<file path="src/rtl/clkdiv_bank_if.sv">
// Bus-side signals of the clkdiv_bank divider bank: enables, modes, tc write port and outputs.
// The sync input exists only when CLKDIV_SYNC_EN is defined.
interface clkdiv_bank_if #(
  parameter int WIDTH    = 16,
  parameter int CHANNELS = 4
);
  logic [CHANNELS-1:0] en;
  logic [CHANNELS-1:0] mode;
  logic                tc_wr;
  logic [3:0]          tc_sel;
  logic [WIDTH-1:0]    tc_data;
  logic [CHANNELS-1:0] clk_div;
  logic [CHANNELS-1:0] tick;
`ifdef CLKDIV_SYNC_EN
  logic                sync;

  modport master (
    output en, mode, tc_wr, tc_sel, tc_data, sync,
    input  clk_div, tick
  );
  modport slave (
    input  en, mode, tc_wr, tc_sel, tc_data, sync,
    output clk_div, tick
  );
`else
  modport master (
    output en, mode, tc_wr, tc_sel, tc_data,
    input  clk_div, tick
  );
  modport slave (
    input  en, mode, tc_wr, tc_sel, tc_data,
    output clk_div, tick
  );
`endif
endinterface

</file>
<file path="src/rtl/clkdiv_bank.sv">
// Multi-channel programmable clock divider / tick generator with shadowed terminal counts.
// Optional CLKDIV_SYNC_EN adds a sync input that restarts all channels in phase.
module clkdiv_bank #(
  parameter int               WIDTH    = 16,
  parameter int               CHANNELS = 4,
  parameter logic [WIDTH-1:0] TC_INIT  = 16'd49999
) (
  input logic          clk,
  input logic          rst,
  clkdiv_bank_if.slave bus
);

  logic [WIDTH-1:0]    count_q      [CHANNELS];
  logic [WIDTH-1:0]    count_d      [CHANNELS];
  logic [WIDTH-1:0]    active_tc_q  [CHANNELS];
  logic [WIDTH-1:0]    active_tc_d  [CHANNELS];
  logic [WIDTH-1:0]    pending_tc_q [CHANNELS];
  logic [WIDTH-1:0]    pending_tc_d [CHANNELS];
  logic [CHANNELS-1:0] pending_vld_q, pending_vld_d;
  logic [CHANNELS-1:0] clk_div_q, clk_div_d;
  logic [CHANNELS-1:0] tick_q, tick_d;
  logic [CHANNELS-1:0] wrap, wr_hit, apply_pending;
  logic                sync_in;

`ifdef CLKDIV_SYNC_EN
  assign sync_in = bus.sync;
`else
  assign sync_in = 1'b0;
`endif

  always_comb begin
    for (int i = 0; i < CHANNELS; i++) begin
      count_d[i]       = count_q[i];
      active_tc_d[i]   = active_tc_q[i];
      pending_tc_d[i]  = pending_tc_q[i];
      pending_vld_d[i] = pending_vld_q[i];
      clk_div_d[i]     = clk_div_q[i];
      tick_d[i]        = 1'b0;
      apply_pending[i] = 1'b0;

      wrap[i]   = bus.en[i] && (count_q[i] == active_tc_q[i]);
      // tc_sel beyond CHANNELS-1 matches no channel, so such writes vanish
      wr_hit[i] = bus.tc_wr && (int'(bus.tc_sel) == i);

      if (sync_in) begin
        count_d[i]       = '0;
        clk_div_d[i]     = 1'b0;
        apply_pending[i] = 1'b1;
      end else if (!bus.en[i]) begin
        apply_pending[i] = 1'b1;
      end else if (wrap[i]) begin
        count_d[i]       = '0;
        tick_d[i]        = 1'b1;
        apply_pending[i] = 1'b1;
        if (!bus.mode[i]) clk_div_d[i] = ~clk_div_q[i];
      end else begin
        count_d[i] = count_q[i] + WIDTH'(1);
      end

      if (apply_pending[i] && pending_vld_q[i]) begin
        active_tc_d[i]   = pending_tc_q[i];
        pending_vld_d[i] = 1'b0;
      end

      if (bus.mode[i]) clk_div_d[i] = 1'b0;

      // A write coinciding with a wrap re-arms pending for the next wrap
      if (wr_hit[i]) begin
        pending_tc_d[i]  = bus.tc_data;
        pending_vld_d[i] = 1'b1;
      end
    end
  end

  always_ff @(posedge clk) begin
    if (rst) begin
      for (int i = 0; i < CHANNELS; i++) begin
        count_q[i]      <= '0;
        active_tc_q[i]  <= TC_INIT;
        pending_tc_q[i] <= TC_INIT;
      end
      pending_vld_q <= '0;
      clk_div_q     <= '0;
      tick_q        <= '0;
    end else begin
      for (int i = 0; i < CHANNELS; i++) begin
        count_q[i]      <= count_d[i];
        active_tc_q[i]  <= active_tc_d[i];
        pending_tc_q[i] <= pending_tc_d[i];
      end
      pending_vld_q <= pending_vld_d;
      clk_div_q     <= clk_div_d;
      tick_q        <= tick_d;
    end
  end

  assign bus.clk_div = clk_div_q;
  assign bus.tick    = tick_q;

endmodule
</file>
<file path="src/flat_wrapper.sv">
// flat-port wrapper written by rule: the top's interface ports become plain ports
module clkdiv_bank_flat 
#(
  parameter int               WIDTH    = 16,
  parameter int               CHANNELS = 4,
  parameter logic [WIDTH-1:0] TC_INIT  = 16'd49999
)
  (clk, rst, bus_en, bus_mode, bus_tc_wr, bus_tc_sel, bus_tc_data, bus_clk_div, bus_tick);
  clkdiv_bank_if #(.WIDTH(WIDTH), .CHANNELS(CHANNELS)) bus_i ();
  input logic clk;
  input logic rst;
  input wire logic [$bits(bus_i.en)-1:0] bus_en;
  input wire logic [$bits(bus_i.mode)-1:0] bus_mode;
  input wire logic [$bits(bus_i.tc_wr)-1:0] bus_tc_wr;
  input wire logic [$bits(bus_i.tc_sel)-1:0] bus_tc_sel;
  input wire logic [$bits(bus_i.tc_data)-1:0] bus_tc_data;
  output wire logic [$bits(bus_i.clk_div)-1:0] bus_clk_div;
  output wire logic [$bits(bus_i.tick)-1:0] bus_tick;
  assign bus_i.en = bus_en;
  assign bus_i.mode = bus_mode;
  assign bus_i.tc_wr = bus_tc_wr;
  assign bus_i.tc_sel = bus_tc_sel;
  assign bus_i.tc_data = bus_tc_data;
  assign bus_clk_div = bus_i.clk_div;
  assign bus_tick = bus_i.tick;
  clkdiv_bank #(.WIDTH(WIDTH), .CHANNELS(CHANNELS), .TC_INIT(TC_INIT)) u_core (.clk(clk), .rst(rst), .bus(bus_i));
endmodule
</file>
<file path="config.mk">
export PLATFORM = sky130hd
export DESIGN_NAME = clkdiv_bank_flat
export DESIGN_NICKNAME = d
export VERILOG_FILES = /design/src/rtl/clkdiv_bank_if.sv /design/src/rtl/clkdiv_bank.sv /design/src/flat_wrapper.sv
export SDC_FILE = /design/constraint.sdc
export NUM_CORES = 1
export LEC_CHECK = 0
export ABC_AREA = 1
export CORE_UTILIZATION = 47
export CTS_CLUSTER_SIZE = 40
export DETAILED_ROUTE_END_ITERATION = 12
export PLACE_DENSITY = 0.63
export SETUP_SLACK_MARGIN = 0.05
export SLEW_MARGIN = 20
export SYNTH_ARGS = -nofsm -noshare
export SYNTH_HDL_FRONTEND = slang
export SYNTH_SLANG_ARGS = --single-unit
</file>
<file path="constraint.sdc">
create_clock -name clk -period 4.4 [get_ports clk]
set_input_delay 0.88 -clock clk [delete_from_list [all_inputs] [get_ports clk]]
set_output_delay 0.88 -clock clk [all_outputs]
set_load 0.01 [all_outputs]
</file>
---- Word level (Yosys, flattened, before mapping) ----
Memories as Yosys holds them, arrays and structs flattened.
Cells that the tools add are included.
storage, ports and cells
  register bits after elaboration ......... 12
  bits in latches ......................... 0
  bits in writable memories ............... 192
  memory bits (read-only) ................. 0
  input port bits ......................... 31
  output and inout bits ................... 8
  word-level logic and storage cells ...... 122
  memories ................................ 3
memory list
  name                 depth  bits a word  rd ports  clocked after Yosys merged registers in  write ports  RTL line           text
  u_core.active_tc_q   4      16           4         0                                        4            clkdiv_bank.sv:15  logic [WIDTH-1:0] active_tc_q [CHANNELS];
  u_core.count_q       4      16           4         0                                        4            clkdiv_bank.sv:13  logic [WIDTH-1:0] count_q [CHANNELS];
  u_core.pending_tc_q  4      16           4         0                                        4            clkdiv_bank.sv:17  logic [WIDTH-1:0] pending_tc_q [CHANNELS];
operators by class
  add/subtract/negate cells ............... 4
  multipliers ............................. 0
  divide/modulo/power cells ............... 0
  order comparisons ....................... 0
  equality and inequality tests ........... 7
  shifts and indexed selects .............. 0
  multiplexer cells ....................... 47
  bitwise gates (word level) .............. 20
  reduce and logical (&&, ||, !) cells .... 29
operators by type and width
  cell                                                  count
  two-way mux 16 bit                                    28
  adder 16 x 1 -> 16 bit (second input constant)        4
  equality test 16 bit                                  4
  two-way mux 1 bit                                     19
  OR reduction 2 bit                                    8
  logical AND 1 bit                                     12
  bitwise OR 1 bit                                      12
  equality test 4 x 3 -> 1 bit (second input constant)  2
  inverter 1 bit                                        8
  AND reduction 2 bit                                   4
  nonzero test 2 bit                                    4
  equality test 4 x 2 -> 1 bit (second input constant)  1
  logical NOT 4 bit                                     1

---- Longest topological paths before layout ----
Gate-level depths: netlist of the first run.
An unclocked memory read counts as a cell.
  word-level depth ........................ 8
  mapped depth ............................ 13
  gate-level depth less buffers ........... 11

---- Worst setup path before layout of the first run ----
Ideal clock, no wire load.
  path kind ............................... input -> register
  start ................................... in bus_tc_sel[3]
  end ..................................... mem u_core.pending_tc_q[3][11]
  library setup time ...................... 0.119 ns
  arrival time ............................ 1.868 ns
  required time ........................... 4.281 ns
  path slack .............................. 2.413 ns
  stages on the path ...................... 7
  buffers on the path ..................... 1
  cells stage by stage .................... nor2_2 inv_2 nor3_2 inv_2 buf_2 o21ai_0 a21oi_1
RTL lines
  element             RTL line            text
  start: declaration  flat_wrapper.sv:15  input wire logic [$bits(bus_i.tc_sel)-1:0] bus_tc_sel;
  end: declaration    clkdiv_bank.sv:17

==> flow_summary_export.csv, run 1 <==
group,metric,value,unit
pwr,p_switching,0.915,mW
grt,grt_pass1_wl,33.8,mm
detailed_routing,viasPerCell,4.71,
grt,overflow,0,
final_layout,multi_input_area,4270,um^2
final_layout,fin_nets,1418,
detailed_routing,drc,0,
detailed_routing,ant_nets,0,
synthesis,yosys_warnings,0,
final_layout,area_delta_synth_final,13.0,%
floorplan,dieArea,20400,um^2
job,cap_violations,0,
synthesis,synthDistinctLibCells,28,
floorplan,fp.dieH,143,um
pwr,internal-power,3.05,mW
floorplan,ios,39,
cts,cts_hold_buf,0,
critical_path,worst_ep_arrival_time,2.75,ns
critical_path,cp_max_fo,25,
synthesis,ys_async_sr_fraction,0,%
synthesis,syn_area_per_cell,6.80,um^2
sta,slew_headroom,43.3,%
sta,hold_viol,0,
sta,tns,0,ns
final_layout,final_util,54.1,%
place,dpl_worst_slack,1.50,ns
final_layout,regArea,4080,um^2
grt,antenna_found_initial,0,
sta,drv_slew,0,
critical_path,reg2reg_depth,11,
sta,post-route-period-util,53.9,%
pwr,swShare,23.1,%
critical_path,required,4.78,ns
synthesis,yosysSeqAreaShare,43.9,%
detailed_routing,wl_per_cell,12.1,um
detailed_routing,drtPass1Iterations,5,
floorplan,rows,51,
critical_path,startpoint_type,"primary input",
min_path,min_path_type,"flip-flop to flip-flop",
detailed_routing,wirelength,20.1,mm
pwr,pwr-share-clk,47.7,%
floorplan,initial_core_util,47.8,%
synthesis,synthCells,1368,
final_layout,drive_above_1_share,5.51,%
place,place_congestion,0.815,
floorplan,coreArea,19500,um^2
sta,setup_viol,0,
cts,cts_buffer_depth,3,
sta,fin_crit,2.37,ns
sta,max_freq,422,MHz
cts,cts_resized,0,
place,portBuffers,38,
sta,rsz0062_at_grt,"false",
synthesis,ys_seq_elements,204,
synthesis,synth-edff-count,0,
cts,tritoncts,"yes",
sta,setup_ws,2.03,ns
pwr,vdd_drop_max,270,uV
critical_path,timing.rr.end,"u_core.active_tc_q[1][8]",
pwr,power.total,3.97,mW
critical_path,crit_path_end,"u_core.pending_tc_q[0][3]",
sta,whs,0.449,ns
synthesis,synth_flop_cell,"dfxtp_1",
grt,grt_use_total,20.4,%
synthesis,synthesis.area,9310,um^2
critical_path,ff2ff_setup_slack,2.59,ns
cts,cts-root-buf,"clkbuf_16",
cts,numClockSinks,204,
critical_path,crit_path_end_kind,"flip-flop",
pwr,combPwrFrac,4.6,%
detailed_routing,vias,7837,
critical_path,rr_startpoint,"u_core.count_q[1][9]",
critical_path,startpoint,"bus_tc_sel[1]",
critical_path,path_class,"primary input to flip-flop",
cts,clkTransAtPathRegs,0.06,ns
cts,postCtsSetupBuffers,0,
synthesis,synth.net_count,1403,
pwr,seq_power_share,47.8,%
sta,tightest_slew,0.849,ns
cts,insertion_delay,0.50,ns
floorplan,die_x,143,um
grt,grt_pass1_vias,6866,
pwr,power_density,377,nW/um^2
outcome,status,"finished clean",
cts,numCtsBuffers,23,
grt,grt_max_degree,62,
pwr,p_leak,4.63,nW
detailed_routing,drt_iter0_markers,596,
final_layout,fillCellCount,1909,
cts,cts.htree.levels,1,
final_layout,num_antenna_cells,0,
place,hpwlAfterDp,13.8,mm
sta,skew,0.0128,ns
-- flip-flops by register name, indices dropped and copies added, names as in the netlist --
name / cells
u_core.pending_vld_q: 4
u_core.count_q: 64
u_core.active_tc_q: 64
u_core.bus.clk_div: 4
u_core.bus.tick: 4
u_core.pending_tc_q: 64
-- cells in the final DEF (no fill, tap or decap), drive strengths merged, types with 5 or more instances in the layout --
cell / instances
nor3b: 7
buf: 5
nand3: 162
nand4: 12
dfxtp: 204
xor2: 32
a21oi: 77
nor3: 19
clkdlybuf4s50: 38
nor2: 182
nand2: 388
inv: 173
clkbuf: 26
clkinv: 11
o21ai: 47
-- how the worst min path moves through the flow --
| stage | cells after the start | slack (ns) | start | end |
|---|---|---|---|---|
| after floorplan | 2 | 0.43 | u_core.pending_tc_q[3][4] | u_core.pending_tc_q[3][4] |
| after global placement | 2 | 0.44 | u_core.pending_tc_q[1][10] | u_core.pending_tc_q[1][10] |
| after detailed placement | 2 | 0.44 | u_core.pending_tc_q[1][5] | u_core.pending_tc_q[1][5] |
| after CTS | 2 | 0.45 | u_core.pending_tc_q[1][5] | u_core.pending_tc_q[1][5] |
| after global routing | 2 | 0.47 | u_core.pending_tc_q[1][5] | u_core.pending_tc_q[1][5] |
| final | 2 | 0.45 | u_core.pending_tc_q[1][7] | u_core.pending_tc_q[1][7] |
-- synth_stat cells, types with 2 or more instances --
master,instances,area (um^2)
a21oi_1,77,385
buf_1,4,15.0
buf_2,10,50.1
buf_4,7,52.6
buf_6,8,90.1
clkbuf_1,24,90.1
clkinv_1,2,7.51
dfxtp_1,204,4080
ha_1,4,50.1
inv_1,166,623
inv_2,8,30.0
nand2_1,374,1400
nand2_2,10,62.6
nand2_4,4,45.0
nand3_1,161,806
nand4_1,12,75.1
nor2_1,176,661
nor2_2,5,31.3
nor3_1,15,75.1
nor3_2,4,40.0
nor3b_1,7,52.6
o21ai_0,45,225
o21ai_1,2,10.0
xnor2_1,4,35.0
xor2_1,32,280
-- power groups by stage --
stage	combinational (mW)	clock, mW	sequential (mW)
5_1_grt	0.203	2.02	1.90
2_1_floorplan	0.127	0	1.93
4_1_cts	0.182	1.93	1.89
3_5_place_dp	0.181	0	1.94
6_report	0.181	1.89	1.90
3_3_place_gp	0.180	0	1.94
-- cell families (layout without fill, tap and decap cells) --
family                   after synthesis  after routing  synth area share (%)
flip-flops                           204            204                  43.9
AND/OR/NAND/NOR                      771            771                  35.2
XOR/XNOR                              36             36                  3.39
adder cells (fa/ha/maj)                4              4                 0.538
buffers and inverters                229            259                  10.3
AO/OA/AOI/OAI                        124            124                  6.67
-- area by class of cell --
cell class / count / area share (%)
multi-input cells: 935 / 40.5
flip-flops and latches: 204 / 38.8
inverters: 176 / 6.29
clock buffers: 26 / 5.77
repair buffers: 43 / 4.09
well taps: 265 / 3.15
clock inverters: 14 / 1.34
-- critical path: stages --
cell	delay [ns]
clkdlybuf4s50_1	0.52
inv_1	0.08
nand3_1	0.59
clkinv_1	0.46
nand2_1	0.15
nand3_1	0.07
-- metrics by stage --
stage / instances / cell area [um^2]
after detailed placement: 1623 / 9770
after global placement: 1623 / 9770
after CTS: 1663 / 10500
after floorplan: 1368 / 9310
after global routing: 1663 / 10500
final: 1663 / 10500
-- layer usage --
metal | up-vias | track usage [%] | share of wire [%] | wire length (um)
li1 | 4302 | - | - | -
met1 | 3424 | 29.1 | 51 | 10200
met2 | 83 | 31.7 | 44 | 8800
met3 | 28 | 2.85 | 3.0 | 596
met4 | 0 | 6.00 | 2.2 | 445
met5 | - | 0 | 0 | 0
(Power assumes the default switching activity.)
==> run 2: changes to the inputs <==
==> constraint.sdc (replaced) <==
create_clock -name clk -period 2.2 [get_ports clk]
set_input_delay 0.44 -clock clk [delete_from_list [all_inputs] [get_ports clk]]
set_output_delay 0.44 -clock clk [all_outputs]
set_load 0.01 [all_outputs]
==> run 2 against run 1 <==
Clock power is 110% higher. Clock-buffer cell count is 5 higher. Power is 110% higher. Non-clock buffer count is 24 higher. Sequential share of layout area is 0.86 points lower. Critical path depth is 5 higher. Cell area is 2.3% higher. Register-to-register slack worse by 2.2 ns. Global-route usage is 0.72 points higher. Die area stayed put. Combinational power is 120% higher.
==> flow_summary_export.csv, run 2 (synthesized netlist as in run 1, its figures left out) <==
group,metric,value,unit
grt,overflow,0,
pwr,vdd_drop_max,657,uV
cts,postCtsSetupBuffers,0,
pwr,power_density,756,nW/um^2
grt,grt_use_total,21.1,%
floorplan,fp.dieH,143,um
detailed_routing,drtPass1Iterations,5,
sta,hold_viol,0,
outcome,status,"finished clean",
detailed_routing,viasPerCell,4.74,
cts,tritoncts,"yes",
floorplan,initial_core_util,47.8,%
critical_path,cpMostUsedCell,"nand2_1",
sta,drv_slew,0,
sta,rsz0062_at_grt,"false",
pwr,pwr-share-clk,48.5,%
grt,grt_pass1_vias,7344,
pwr,power.total,8.13,mW
detailed_routing,wirelength,20.6,mm
final_layout,final_cell_mix,"374 x nand2_1, 204 x dfxtp_1, 176 x nor2_1",
critical_path,crit_path_end_kind,"flip-flop",
critical_path,cp_max_fo,25,
place,hpwlAfterDp,14.6,mm
grt,antenna_found_initial,0,
cts,cts-root-buf,"clkbuf_16",
final_layout,mostFrequentLayoutCell,"nand2_1",
grt,grt_max_degree,30,
cts,cts_resized,0,
job,cap_violations,0,
pwr,combPwrFrac,4.9,%
final_layout,fillCellCount,1937,
cts,insertion_delay,0.51,ns
critical_path,max_stage_delay,0.41,ns
final_layout,num_antenna_cells,0,
sta,skew,0.00978,ns
critical_path,crit_chain,"nand2_1 -> inv_1 -> nor2_1 -> nor2_1 -> nand2_1 -> nor2_4 -> nand2_2 -> nand2_4 -> nand2_2 -> nand2_1 -> nand3_1",
sta,post-route-period-util,82.9,%
sta,setup_viol,0,
critical_path,slowest_stage,"dfxtp_1",
cts,cts.htree.levels,1,
grt,grt_pass1_wl,34.9,mm
cts,clkTransAtPathRegs,0.06,ns
final_layout,area_delta_synth_final,15.6,%
critical_path,worst_ep_arrival_time,2.22,ns
sta,setup_ws,0.377,ns
floorplan,ios,39,
final_layout,fin_nets,1442,
detailed_routing,ant_nets,0,
min_path,min_path_type,"flip-flop to flip-flop",
floorplan,coreArea,19500,um^2
final_layout,post_layout_nonfiller_instances,1688,
final_layout,largestRegisters,"u_core.active_tc_q x64, u_core.count_q x64, u_core.pending_tc_q x64",
sta,max_freq,548,MHz
pwr,p_leak,4.79,nW
detailed_routing,wl_per_cell,12.2,um
detailed_routing,drc,0,
floorplan,die_x,143,um
final_layout,drive_above_1_share,7.03,%
detailed_routing,vias,8003,
cts,cts_hold_buf,0,
sta,tightest_slew,0.507,ns
cts,numCtsBuffers,23,
sta,tns,0,ns
floorplan,rows,51,
cts,cts_buffer_depth,3,
sta,fin_crit,1.82,ns
floorplan,dieArea,20400,um^2
sta,slew_headroom,66.2,%
cts,numClockSinks,204,
place,portBuffers,38,
detailed_routing,drt_iter0_markers,480,
pwr,p_switching,1.80,mW
pwr,seq_power_share,46.6,%
place,dpl_worst_slack,0.184,ns
pwr,internal-power,6.33,mW
place,place_congestion,0.835,
pwr,swShare,22.1,%
place,place_inst,1647,
critical_path,startpoint_type,"flip-flop",
critical_path,path_class,"flip-flop to flip-flop",
critical_path,required,2.59,ns
-- run 2: power by group through the flow --
stage                     combinational [mW]  clock (mW)  sequential (mW)
final                                  0.398        3.95             3.79
after detailed placement               0.399           0             3.87
after global placement                 0.395           0             3.87
after floorplan                        0.255           0             3.85
after CTS                              0.402        4.03             3.79
after global routing                   0.446        4.18             3.79
-- run 2: final timing paths --
| path | startpoint | cells after the start | end | slack (ns) |
|---|---|---|---|---|
| hold reg to reg | u_core.pending_tc_q[1][5] | 2 | u_core.pending_tc_q[1][5] | 0.45 |
| setup / recovery | u_core.count_q[1][12] | 11 | u_core.active_tc_q[1][1] | 0.38 |
| setup reg to reg | u_core.count_q[1][12] | 11 | u_core.active_tc_q[1][1] | 0.38 |
| hold / removal | u_core.pending_tc_q[1][5] | 2 | u_core.pending_tc_q[1][5] | 0.45 |
-- run 2: final cells by class --
type	instances	area, um^2	area share (%)
inverter	176	662	6.15
timing repair buffer	67	636	5.91
clock inverter	10	125	1.16
clock buffer	31	656	6.09
multi-input combinational	935	4270	39.6
tap	265	332	3.08
sequential	204	4080	38.0
-- run 2: worst max-delay path: cells and delay by family (launching register included) --
kind                   cells  cell delay, ns
and+or+nand+nor           10            1.24
DFF                        1            0.41
buffers and inverters      1            0.06
-- run 2: per-layer routing --
metal	routed length [um]	GRT usage, %	part of all wire [%]
met2	9410	35.4	46
met4	337	5.49	1.6
met3	646	2.98	3.1
met5	0	0	0
met1	10200	28.3	50
-- run 2: stage by stage --
step | hold slack [ns] | cell area [um^2] | utilization (%)
3_3_place_gp | 0.439 | 9980 | 51.3
5_1_grt | 0.469 | 10800 | 55.3
6_report | 0.450 | 10800 | 55.3
3_5_place_dp | 0.443 | 9980 | 51.3
2_1_floorplan | 0.429 | 9310 | -
4_1_cts | 0.451 | 10800 | 55.3
==> run 3: changes to the inputs <==
==> constraint.sdc (replaced) <==
create_clock -name clk -period 1.8 [get_ports clk]
set_input_delay 0.36 -clock clk [delete_from_list [all_inputs] [get_ports clk]]
set_output_delay 0.36 -clock clk [all_outputs]
set_load 0.01 [all_outputs]
==> run 3 against run 2 <==
Register-to-register slack worse by 0.20 ns. Worst setup slack worse by 0.27 ns. Non-clock buffer count up 40. Core utilization up 2.7 points. Global-route usage up 0.30 points. Via count up 2.4%. Die area unchanged. Clock power up 28%. Power up 26%. Worst hold slack about the same. First-iteration DRC count up 14%. Clock skew about the same.
==> flow_summary_export.csv, run 3 (synthesized netlist as in run 1, its figures left out) <==
group,metric,value,unit
cts,clkTransAtPathRegs,0.06,ns
detailed_routing,ant_nets,0,
pwr,p_leak,5.12,nW
pwr,vdd_drop_max,717,uV
grt,grt_pass1_vias,7330,
floorplan,dieArea,20400,um^2
floorplan,die_x,143,um
grt,overflow,0,
cts,numClockSinks,204,
critical_path,worst-path-stages,1,
floorplan,fp.dieH,143,um
critical_path,timing.rr.end,"u_core.active_tc_q[1][12]",
sta,tightest_slew,0.461,ns
detailed_routing,drt_iter0_markers,549,
final_layout,area_delta_synth_final,21.2,%
place,place_congestion,0.828,
final_layout,post_layout_nonfiller_instances,1728,
sta,rsz0062_at_grt,"true",
sta,drv_slew,0,
job,cap_violations,0,
critical_path,rr_startpoint,"u_core.active_tc_q[1][12]",
sta,slew_headroom,69.2,%
cts,tritoncts,"yes",
detailed_routing,wirelength,20.9,mm
grt,grt_pass1_wl,35.3,mm
floorplan,ios,39,
cts,cts-root-buf,"clkbuf_16",
sta,post-route-period-util,93.9,%
critical_path,ff2ff_setup_slack,0.18,ns
critical_path,worst_ep_arrival_time,1.33,ns
sta,fin_crit,1.69,ns
place,place_inst,1681,
critical_path,required,1.44,ns
cts,cts_hold_buf,0,
place,hpwlAfterDp,15.0,mm
cts,insertion_delay,0.50,ns
pwr,power.total,10.2,mW
critical_path,crit_path_end,"bus_tick[0]",
final_layout,mostFrequentLayoutCell,"nand2_1",
final_layout,fin_nets,1483,
final_layout,num_antenna_cells,0,
critical_path,slowest_stage,"clkdlybuf4s50_1",
critical_path,crit_path_end_kind,"output pin",
final_layout,drive_above_1_share,11.6,%
sta,max_freq,591,MHz
floorplan,coreArea,19500,um^2
floorplan,rows,51,
grt,grt_use_total,21.4,%
pwr,power_density,907,nW/um^2
cts,cts.htree.levels,1,
sta,hold_viol,0,
grt,grt_max_degree,27,
sta,skew,0.00951,ns
detailed_routing,wl_per_cell,12.1,um
critical_path,max_stage_delay,0.53,ns
min_path,min_path_type,"flip-flop to flip-flop",
critical_path,startpoint_type,"flip-flop",
critical_path,worst-path-buf-inv,1,
final_layout,final_cell_mix,"373 x nand2_1, 185 x dfxtp_1, 170 x nor2_1",
cts,cts_buffer_depth,3,
critical_path,crit_family,"buffers and inverters",
place,portBuffers,38,
outcome,status,"finished clean",
critical_path,path_class,"flip-flop to output pin",
final_layout,largestRegisters,"u_core.active_tc_q x64, u_core.count_q x64, u_core.pending_tc_q x64",
detailed_routing,drc,0,
sta,setup_viol,0,
critical_path,startpoint,"u_core.bus.tick[0]",
detailed_routing,vias,8197,
critical_path,cp_max_fo,1,
critical_path,crit_chain,"clkdlybuf4s50_1",
cts,numCtsBuffers,23,
floorplan,initial_core_util,47.8,%
detailed_routing,viasPerCell,4.74,
grt,antenna_found_initial,0,
detailed_routing,drtPass1Iterations,5,
critical_path,reg2reg_depth,12,
==> run 3: changes by cell type in the layout (fill, tap and decap cells not counted), sizes merged, moves of 3 or more <==
cell           delta
dlymetal6s2s      +4
clkinvlp          +3
clkinv            -3
buf              +40
clkdlybuf4s50     -4
clkbuf            -3
==> run 3: worst min-delay path by stage <==
stage / to / slack (ns) / from / cells after the start
after global routing: u_core.bus.clk_div[2] / 0.47 / bus_mode[2] / 4
after global placement: u_core.pending_tc_q[2][5] / 0.44 / u_core.pending_tc_q[2][5] / 2
final: u_core.pending_tc_q[1][11] / 0.45 / u_core.pending_tc_q[1][11] / 2
after detailed placement: u_core.pending_tc_q[1][11] / 0.44 / u_core.pending_tc_q[1][11] / 2
after CTS: u_core.pending_tc_q[1][11] / 0.45 / u_core.pending_tc_q[1][11] / 2
after floorplan: u_core.pending_tc_q[3][4] / 0.43 / u_core.pending_tc_q[3][4] / 2
==> run 3: routing by layer <==
metal	global-route usage (%)	up-vias	share of wire, %
li1	-	4433	-
met1	28.8	3640	49
met2	36.2	94	47
met3	2.92	30	2.9
met4	4.92	0	1.9
met5	0	-	0
==> run 3: worst reg2reg max path, stage by stage, from the launching register on <==
cell and delay, ns:
dfxtp_1 0.39, nand2_1 0.07, inv_1 0.05, nor2_1 0.03, nor2_1 0.15, nand2_1 0.12, nor2_4 0.14, nand2_2 0.10
nand2_4 0.12, buf_12 0.15, nand3_1 0.08, nand2_1 0.08, nor2_1 0.03
==> run 3: stage by stage <==
stage	setup TNS (ns)	worst slack [ns]	area, um^2	util [%]	hold WS, ns
6_report	0	0.109	11300	58.0	0.450
4_1_cts	0	0.0509	11200	57.3	0.453
5_1_grt	0	0.0465	11300	58.0	0.472
3_3_place_gp	-0.665	-0.0745	10300	53.1	0.442
3_5_place_dp	-1.06	-0.0755	10300	53.1	0.444
2_1_floorplan	0	0.312	9310	-	0.429
==> run 3: area by class of cell <==
| class | count | area [um^2] |
|---|---|---|
| Inverter | 176 | 662 |
| Sequential cell | 204 | 4110 |
| Fill cell | 1854 | 8180 |
| Tap cell | 265 | 332 |
| Clock buffer | 28 | 634 |
| Timing Repair Buffer | 107 | 1050 |
| Clock inverter | 12 | 193 |
| Multi-Input combinational cell | 936 | 4310 |
==> run 3: timing repair <==
| item | CTS | global route |
|---|---|---|
| endpoints found under the setup margin | 0 | 81 |
| gates resized for setup | 0 | 33 |
| buffers inserted | 0 | 6 |
==> run 3: power by group <==
group	switching, mW	leakage, nW	internal (mW)	total [mW]
Combinational	0.306	3.06	0.235	0.541
Sequential	0.0514	1.66	4.58	4.63
Clock	1.84	0.400	3.21	5.06
Total	2.20	5.12	8.03	10.2
